$ cat config.mk
export PLATFORM = sky130hd
export DESIGN_NAME = rob_commit_unit
export DESIGN_NICKNAME = d
export VERILOG_FILES = /design/src/rtl/rob_pkg.sv /design/src/rtl/rob_commit_select.sv /design/src/rtl/rob_commit_unit.sv
export SDC_FILE = /design/constraint.sdc
export NUM_CORES = 1
export LEC_CHECK = 0
export CAP_MARGIN = 20
export CORE_MARGIN = 4
export CORE_UTILIZATION = 40
export DETAILED_ROUTE_END_ITERATION = 8
export PLACE_DENSITY = 0.66
export SYNTH_ARGS = -nofsm -noshare
export SYNTH_HDL_FRONTEND = slang
export SYNTH_SLANG_ARGS = --single-unit
$ cat constraint.sdc
create_clock -name clk -period 7.5 [get_ports clk]
set_input_delay 1.875 -clock clk [delete_from_list [all_inputs] [get_ports clk]]
set_output_delay 1.875 -clock clk [all_outputs]
set_load 0.01 [all_outputs]
$ cat src/rtl/rob_pkg.sv
// rtl/rob_pkg.sv - shared types and sizing constants for the reorder buffer
package rob_pkg;

    localparam int ROB_DEPTH     = 16;
    localparam int TAG_W         = $clog2(ROB_DEPTH);
    localparam int COMMIT_WIDTH  = 2;
    localparam int REG_VAL_WIDTH = 32;
    localparam int ARCH_REG_W    = 5;

    typedef enum logic {
        reg_commit   = 1'b0,
        store_commit = 1'b1
    } commit_type_e;

    typedef struct packed {
        logic                     valid;
        logic                     done;
        commit_type_e             ctype;
        logic [ARCH_REG_W-1:0]    arch_reg;
        logic [REG_VAL_WIDTH-1:0] value;
    } rob_entry_t;

endpackage

$ cat src/rtl/rob_commit_select.sv
// rtl/rob_commit_select.sv - in-order retire selection over the head window
// Slots retire oldest-first; the first non-retirable slot closes the window, one store per cycle.
module rob_commit_select
    import rob_pkg::*;
#(
    parameter int COMMIT_WIDTH = rob_pkg::COMMIT_WIDTH,
    parameter int NC_W         = $clog2(COMMIT_WIDTH + 1)
) (
    input  logic                    enable_i,
    input  logic [COMMIT_WIDTH-1:0] win_valid_i,
    input  logic [COMMIT_WIDTH-1:0] win_done_i,
    input  commit_type_e            win_type_i [COMMIT_WIDTH],
    input  logic                    store_ready_i,
    output logic [COMMIT_WIDTH-1:0] sel_mask_o,
    output logic [NC_W-1:0]         ncommit_o
);

    logic open_v;
    logic store_taken_v;

    always_comb begin
        sel_mask_o    = '0;
        ncommit_o     = '0;
        open_v        = enable_i;
        store_taken_v = 1'b0;
        for (int i = 0; i < COMMIT_WIDTH; i++) begin
            if (open_v && win_valid_i[i] && win_done_i[i] &&
                ((win_type_i[i] == reg_commit) || (store_ready_i && !store_taken_v))) begin
                sel_mask_o[i] = 1'b1;
                ncommit_o     = ncommit_o + NC_W'(1);
                if (win_type_i[i] == store_commit) begin
                    store_taken_v = 1'b1;
                end
            end else begin
                open_v = 1'b0;
            end
        end
    end

endmodule

$ cat src/rtl/rob_commit_unit.sv
// rtl/rob_commit_unit.sv - in-order reorder buffer with registered multi-slot commit
// Optional ROB_COMMIT_STATS_EN adds saturating retire / full-stall counters.
module rob_commit_unit
    import rob_pkg::*;
#(
    parameter int ROB_DEPTH     = rob_pkg::ROB_DEPTH,
    parameter int COMMIT_WIDTH  = rob_pkg::COMMIT_WIDTH,
    parameter int REG_VAL_WIDTH = rob_pkg::REG_VAL_WIDTH,
    parameter int ARCH_REG_W    = rob_pkg::ARCH_REG_W,
    parameter int TAG_W         = $clog2(ROB_DEPTH)
) (
    input  logic                                clk,
    input  logic                                reset,
    input  logic                                alloc_valid,
    output logic                                alloc_ready,
    input  logic                                alloc_type,
    input  logic [ARCH_REG_W-1:0]               alloc_arch_reg,
    output logic [TAG_W-1:0]                    alloc_tag,
    input  logic                                complete_valid,
    input  logic [TAG_W-1:0]                    complete_tag,
    input  logic [REG_VAL_WIDTH-1:0]            complete_value,
    input  logic                                store_commit_ready,
    input  logic                                flush,
    output logic [COMMIT_WIDTH-1:0]             commit_valid,
    output logic [COMMIT_WIDTH-1:0]             commit_type,
    output logic [COMMIT_WIDTH*ARCH_REG_W-1:0]  commit_arch_reg_addr,
    output logic [COMMIT_WIDTH*REG_VAL_WIDTH-1:0] commit_value,
    output logic                                rob_empty
`ifdef ROB_COMMIT_STATS_EN
    ,
    output logic [31:0]                         stat_commits,
    output logic [31:0]                         stat_full_cycles
`endif
);

    localparam int COUNT_W = TAG_W + 1;
    localparam int NC_W    = $clog2(COMMIT_WIDTH + 1);

    rob_entry_t                          entries_q [ROB_DEPTH];
    logic [TAG_W-1:0]                    head_q, head_d;
    logic [TAG_W-1:0]                    tail_q, tail_d;
    logic [COUNT_W-1:0]                  count_q, count_d;
    logic                                empty_q;
    logic [COMMIT_WIDTH-1:0]             commit_valid_q;
    logic [COMMIT_WIDTH-1:0]             commit_type_q;
    logic [COMMIT_WIDTH*ARCH_REG_W-1:0]  commit_addr_q;
    logic [COMMIT_WIDTH*REG_VAL_WIDTH-1:0] commit_value_q;

    logic [TAG_W-1:0]                    win_idx [COMMIT_WIDTH];
    logic [COMMIT_WIDTH-1:0]             win_valid;
    logic [COMMIT_WIDTH-1:0]             win_done;
    commit_type_e                        win_type [COMMIT_WIDTH];
    logic [COMMIT_WIDTH-1:0]             sel_mask;
    logic [NC_W-1:0]                     ncommit;
    logic                                alloc_fire;

    // Space is judged from the registered count only; retiring entries free slots next cycle.
    assign alloc_ready = (count_q != COUNT_W'(ROB_DEPTH));
    assign alloc_fire  = alloc_valid && alloc_ready && !flush;
    assign alloc_tag   = tail_q;

    always_comb begin
        for (int i = 0; i < COMMIT_WIDTH; i++) begin
            win_idx[i]   = head_q + TAG_W'(i);
            win_valid[i] = entries_q[win_idx[i]].valid;
            win_done[i]  = entries_q[win_idx[i]].done;
            win_type[i]  = entries_q[win_idx[i]].ctype;
        end
    end

    rob_commit_select #(
        .COMMIT_WIDTH (COMMIT_WIDTH),
        .NC_W         (NC_W)
    ) u_select (
        .enable_i      (!flush),
        .win_valid_i   (win_valid),
        .win_done_i    (win_done),
        .win_type_i    (win_type),
        .store_ready_i (store_commit_ready),
        .sel_mask_o    (sel_mask),
        .ncommit_o     (ncommit)
    );

    always_comb begin
        head_d  = head_q + TAG_W'(ncommit);
        tail_d  = tail_q + TAG_W'(alloc_fire);
        count_d = count_q + COUNT_W'(alloc_fire) - COUNT_W'(ncommit);
        if (flush) begin
            head_d  = '0;
            tail_d  = '0;
            count_d = '0;
        end
    end

    always_ff @(posedge clk or negedge reset) begin
        if (!reset) begin
            for (int i = 0; i < ROB_DEPTH; i++) begin
                entries_q[i] <= '0;
            end
        end else if (flush) begin
            for (int i = 0; i < ROB_DEPTH; i++) begin
                entries_q[i].valid <= 1'b0;
                entries_q[i].done  <= 1'b0;
            end
        end else begin
            if (complete_valid && entries_q[complete_tag].valid) begin
                entries_q[complete_tag].done  <= 1'b1;
                entries_q[complete_tag].value <= complete_value;
            end
            for (int i = 0; i < COMMIT_WIDTH; i++) begin
                if (sel_mask[i]) begin
                    entries_q[win_idx[i]].valid <= 1'b0;
                    entries_q[win_idx[i]].done  <= 1'b0;
                end
            end
            // The tail slot is never in the retire window while alloc_ready is high.
            if (alloc_fire) begin
                entries_q[tail_q].valid    <= 1'b1;
                entries_q[tail_q].done     <= 1'b0;
                entries_q[tail_q].ctype    <= commit_type_e'(alloc_type);
                entries_q[tail_q].arch_reg <= alloc_arch_reg;
            end
        end
    end

    always_ff @(posedge clk or negedge reset) begin
        if (!reset) begin
            head_q         <= '0;
            tail_q         <= '0;
            count_q        <= '0;
            empty_q        <= 1'b1;
            commit_valid_q <= '0;
            commit_type_q  <= '0;
            commit_addr_q  <= '0;
            commit_value_q <= '0;
        end else begin
            head_q         <= head_d;
            tail_q         <= tail_d;
            count_q        <= count_d;
            empty_q        <= (count_d == '0);
            commit_valid_q <= sel_mask;
            for (int i = 0; i < COMMIT_WIDTH; i++) begin
                if (sel_mask[i]) begin
                    commit_type_q[i] <= entries_q[win_idx[i]].ctype;
                    commit_addr_q[i*ARCH_REG_W +: ARCH_REG_W] <= entries_q[win_idx[i]].arch_reg;
                    commit_value_q[i*REG_VAL_WIDTH +: REG_VAL_WIDTH] <= entries_q[win_idx[i]].value;
                end
            end
        end
    end

    assign commit_valid         = commit_valid_q;
    assign commit_type          = commit_type_q;
    assign commit_arch_reg_addr = commit_addr_q;
    assign commit_value         = commit_value_q;
    assign rob_empty            = empty_q;

`ifdef ROB_COMMIT_STATS_EN
    logic [31:0] stat_commits_q;
    logic [31:0] stat_full_q;
    logic [32:0] commit_sum;

    assign commit_sum = {1'b0, stat_commits_q} + 33'(ncommit);

    // Statistics survive flush; only reset clears them.
    always_ff @(posedge clk or negedge reset) begin
        if (!reset) begin
            stat_commits_q <= '0;
            stat_full_q    <= '0;
        end else begin
            stat_commits_q <= commit_sum[32] ? '1 : commit_sum[31:0];
            if (!alloc_ready && alloc_valid && (stat_full_q != '1)) begin
                stat_full_q <= stat_full_q + 32'd1;
            end
        end
    end

    assign stat_commits     = stat_commits_q;
    assign stat_full_cycles = stat_full_q;
`endif

endmodule

# Yosys cells after proc, flatten, opt, wreduce, memory -nomap -nowiden
# Index checks and enable logic that the tools add are counted.
# Widths: inputs -> output; s select.
[word_totals] reg_bits=732 latchBits=0 ramBits=0 mem_bits_ro=0 input_bits=48 elab_cells=203 memories=0
[classes] n_addsub=6 multipliers=0 n_div=0 order_cmp=8 eq_ne=1 n_shift=0 n_mux=72 bitwise_logic=6 reduce_logical=19
[op_table] cell="$bwmux 640" n=10
[op_table] cell="$mux 640" n=7
[op_table] cell="$demux 40 s4" n=10
[op_table] cell="$bmux 40 s4" n=3
[op_table] cell="$mux 40" n=9
[op_table] cell="$mux 39" n=4
[op_table] cell="$mux 38" n=1
[op_table] cell="$mux 37" n=1
[op_table] cell="$mux 2" n=17
[op_table] cell="$mux 32" n=1
[op_table] cell="$ge 5x5->1 const B" n=4
[op_table] cell="$lt 5x1->1 const B" n=4
[op_table] cell="$not 4->5" n=4
[op_table] cell="$logic_and 1x1->1" n=14
[op_table] cell="$mux 4" n=2
[op_table] cell="$mux 1" n=6
[op_table] cell="$add 5x1->5" n=1
[op_table] cell="$logic_not 5->1" n=1
[op_table] cell="$mux 5" n=1
[op_table] cell="$ne 5x5->1 const B" n=1
[op_table] cell="$sub 5x2->5" n=1
[op_table] cell="$add 4x1->4" n=1
[op_table] cell="$add 4x1->4 const B" n=1
[op_table] cell="$add 4x2->4" n=1
[op_table] cell="other kinds (4)" n=7

# Depth between registers and ports, before layout
[logic_depth] ltp_word=23 mapped_depth=29 ltp_nobuf=20

# Cells and area by module
# From an unflattened synthesis, not the netlist that was laid out.
[hier_totals] hier_cells=2472 hier_area_um2=37694.9
[by_module_without_submodules] mod="rob_commit_unit" n_inst=1 cells_each=2466 area_each_um2=37651.1 seq_area_each_um2=18318.8
[by_module_without_submodules] mod="rob_commit_select" n_inst=1 cells_each=6 area_each_um2=43.8 seq_area_each_um2=0.0

# Worst setup path before layout
# No wires, ideal clock.
[synth_path] kind="flip-flop to flip-flop" from="register head_q[1]" to="register empty_q, in the netlist rob_empty" arrival_ps=5808 required_ps=7418 setup_slack_ps=1611 stages_incl_launch_ff=28 n_path_buf=9 synth_period_minus_slack_ps=5889 path_cell_list="dfrtp_1 > buf_4 > buf_8 > buf_6 > buf_4 > buf_2 > buf_1 > inv_1 > ha_1 > buf_2 > mux4_2 > mux2i_1 > mux2i_1 > a31oi_4 > o211ai_4 > buf_6 > buf_6 > inv_1 > ha_1 > ha_1 > inv_1 > ha_1 > inv_1 > fa_1 > xor2_1 > nor2_1 > or3_1 > nor3_1"
[synth_between] elab_chain_cells=16 elab_cells_between_ends=30 cone_classes="add/sub: 3; mux: 12; bitwise: 4; reduce/logical: 11"
[synth_rtl] item="from (decl)" line_no="rob_commit_unit.sv:40" text="logic [TAG_W-1:0] head_q, head_d;"
[synth_rtl] item="from (signal assigned)" line_no="rob_commit_unit.sv:128" text="head_q <= '0;"
[synth_rtl] item="from (signal assigned)" line_no="rob_commit_unit.sv:137" text="head_q <= head_d;"
[synth_rtl] item="branches (longest 12 deep; another with $add 4x1->4)"
[synth_rtl] item="$mux 2 (*)" line_no="rob_commit_select.sv:27" text="if (open_v && win_valid_i[i] && win_done_i[i] &&"
[synth_rtl] item="$sub 5x2->5 (*)" line_no="rob_commit_unit.sv:87" text="count_d = count_q + COUNT_W'(alloc_fire) - COUNT_W'(ncommit);"
[synth_rtl] item="$mux 5 (*)" line_no="rob_commit_unit.sv:88" text="if (flush) begin"
[synth_rtl] item="net count_d[2]" line_no="rob_commit_unit.sv:42" text="logic [COUNT_W-1:0] count_q, count_d;"
[synth_rtl] item="$logic_not 5->1 (*)" line_no="rob_commit_unit.sv:140" text="empty_q <= (count_d == '0);"
[synth_rtl] item="to (signal assigned)" line_no="rob_commit_unit.sv:140"
[synth_rtl] item="to (decl)" line_no="rob_commit_unit.sv:43" text="logic empty_q;"
# Mark *: on every way through the listed nets, which the timed path passes. The select of a mux whose other input is x is not followed.
# A chain may end at the register's enable or synchronous reset.

# Final worst setup path
[layout_path] from="register head_q[0]" to="register empty_q, in the netlist rob_empty"
# The elaborated chain is that of the path after synthesis.

==> reports/qor.txt <==
CP top delay family - adder cells
VDD IR max - 0.171 mV
slowest cell delay on critical path - 0.99 ns
row count - 112
Arr. time, crit path - 6.55 ns
most area-consuming cells after synthesis - dfrtp_1, mux4_2, mux2_2, mux2_4, clkbuf_1
fraction of layout cells with a size suffix above 1 - 52.1%
htree depth - 3
syn_area_per_cell - 16.2 sq um
CTS sink count - 732
dpl hpwl - 61.5 mm
synthesis warning total - 0
Total Routed Length - 104 mm
critical path startpoint category - flip-flop
Power Total - 8.87 mW
# fillers - 8,046
post-synth cell types - 66
Reg2Reg Launch Point - head_q[0]
flop2flop setup slack - 1.50 ns
FFs w/ async S/R, synth - 100%
Slew @ Worst Pin - 1.17 ns
clock tree buffer depth - 3
Via density - 6.10
Reg power frac - 46.8%
Global Route Usage Sum - 21.1%
drt pass-1 iters - 5
placed cells - 3,574
Post-Layout Cell Count - 3,723
Crit. End Element - flip-flop
Starting Density - 40.5%
hold buffers post-CTS - 0
outcome - completed
initial antenna violation count - 10
hold slack - 0.496 ns
Worst Path Required - 8.05 ns
Critical R2R Capture - rob_empty
pwr dens - 205 nW/um^2
Static Leak - 19.2 nW
CTS tree - built
CP max-delay cell - dfrtp_4
Final Wtd Congestion - 0.894
register area share after synthesis - 48.2%
Yosys reg bits - 732
Clock Latency Late Sink - 0.65 ns
initial DRC count - 2,016
Hold Crit Class - reg2reg
Die Y - 316 um
Fin Setup TNS - 0 ns
Clock Skew - 0.0231 ns
nets - 2,477
Final Hold Vio Count - 0
Tmin final - 6.00 ns
worst hold stages - 2
top cell type's share of synthesized area - 48.1%
clock power share - 46.9%
Num CTS Buffers - 84
Setup Fix Bufs, Post-CTS - 0
EDFF count, synth - 0
die area - 100,000 sq um
Hold Path Sink - entries_q[352]
top cell type by total area after synthesis - dfrtp_1
WL/cell - 28.0 um
combinational share of power - 6.3%
ys flop type - dfrtp_1
hold_sp - entries_q[352]
unrepaired setup endpoints after global routing - false
Max-cap violations - 0
CP bufs+invs - 5
Peak Freq - 0.167 GHz
Slew headroom - 21.4%
critical path class - reg2reg
clk root buf - clkbuf_16
Final Max Tran Viols - 0
Final setup viols - 0
post_cts resized - 0
DRC - 0
syn_nets - 2,419
count leader, synth - dfrtp_1
largest net degree at the start of global routing - 185
top cells by count, synth - dfrtp_1, mux2_2, mux4_2
Final WS setup - 1.50 ns
clock transition at the registers of the reported paths - 0.06 ns
Net Sw Power - 2.05 mW
most frequent CP cell - inv_1
Pint - 6.82 mW
Routed Antenna Nets - 0
multi-input logic area - 18,700 sq um
Area Overhead vs Synth - 13.8%
grt ovf - 0
total number of vias - 22,706
switching share of total power - 23.1%
post-synth design cell area - 38,000 sq um
r2r worst-path depth - 17
IO buf count - 131
Core Area - 93,900 sq um
fin crit share - 80.0%
IO Count - 132
Gate Count Post-Synth - 2,350
first-pass GRT wire length - 159 mm
vias in the first global route - 24,514
die width - 316 um
dpl ws - 1.47 ns
crit path max fanout - 53
cell chain of the critical path - inv_1, ha_4, buf_4, mux4_2, mux2_2, o211ai_4, inv_1, ha_1, ha_1, inv_1, ha_1, inv_1, fa_1, xor2_1, nor2_1, or3_1, nor3_1
sequential standard cell area - 18,300 sq um
[metrics by stage]
step | util [%] | instance area (sq um)
after CTS | 46.1 | 43300
after detailed placement | 43.1 | 40500
after global placement | 43.1 | 40400
after floorplan | - | 38000
after global routing | 46.1 | 43300
final | 46.1 | 43300
[how the worst max path moves through the flow]
stage,startpoint,to,slack (ns),cells past startpoint
final,head_q[0],rob_empty,1.50,17
after global routing,head_q[0],rob_empty,1.06,17
after CTS,head_q[0],rob_empty,1.46,17
after detailed placement,head_q[0],rob_empty,1.47,17
after global placement,head_q[0],rob_empty,1.58,17
after floorplan,head_q[1],rob_empty,1.61,27
[layer usage]
layer  track usage [%]  vias to the layer above  share of wire, %
li1                  -                     9251                 -
met1              28.5                    12456                42
met2              34.4                      762                49
met3              4.50                      229               6.2
met4              6.45                        8               3.0
met5                 0                        -             0.047
[sequential cells by signal, indices dropped and copies added (netlist names)]
name / cells
entries_q: 640
commit_value: 64
commit_arch_reg_addr: 10
count_q: 5
alloc_tag: 4
head_q: 4
commit_type: 2
commit_valid: 2
rob_empty: 1
[placed cells by master (no fill, tap or decap), types with 18 or more instances in the layout]
master and instances:
mux4_2 387, buf_4 40, nand2_1 62, inv_1 30, clkdlybuf4s50_1 130, mux2_2 652, clkbuf_16 86, mux2_4 27
clkbuf_8 21, nor2b_1 18, nand3_1 28, dfrtp_1 727, ha_1 18
[worst min-delay path, stage by stage (launching register included)]
cell     delay, ns
dfrtp_1       0.35
nand2_1       0.06
nand2_1       0.06
[layout make-up]
cell class / instances / share of cell area [%]
Inverter: 31 / 0.269
Antenna cell: 3 / 0.0173
Clock buffer: 121 / 5.76
Clock inverter: 23 / 0.691
Multi-Input combinational cell: 1380 / 43.2
Tap cell: 1254 / 3.62
Sequential cell: 732 / 42.3
Timing Repair Buffer: 179 / 4.09
[power by group through the flow]
stage | registers, mW | logic (mW) | clock network [mW]
2_1_floorplan | 4.19 | 0.342 | 0
6_report | 4.15 | 0.560 | 4.16
4_1_cts | 4.15 | 0.567 | 4.24
5_1_grt | 4.16 | 0.611 | 4.40
3_5_place_dp | 4.22 | 0.564 | 0
3_3_place_gp | 4.21 | 0.545 | 0
[logic make-up after synthesis]
logic type / share of synthesized area, %
xor+xnor: 0.322
flops: 48.2
compound gates: 1.58
mux: 43.5
simple gates: 2.72
buf+inv: 2.98
fa+ha+maj: 0.730
No activity file was read; power rests on OpenSTA's default activity.
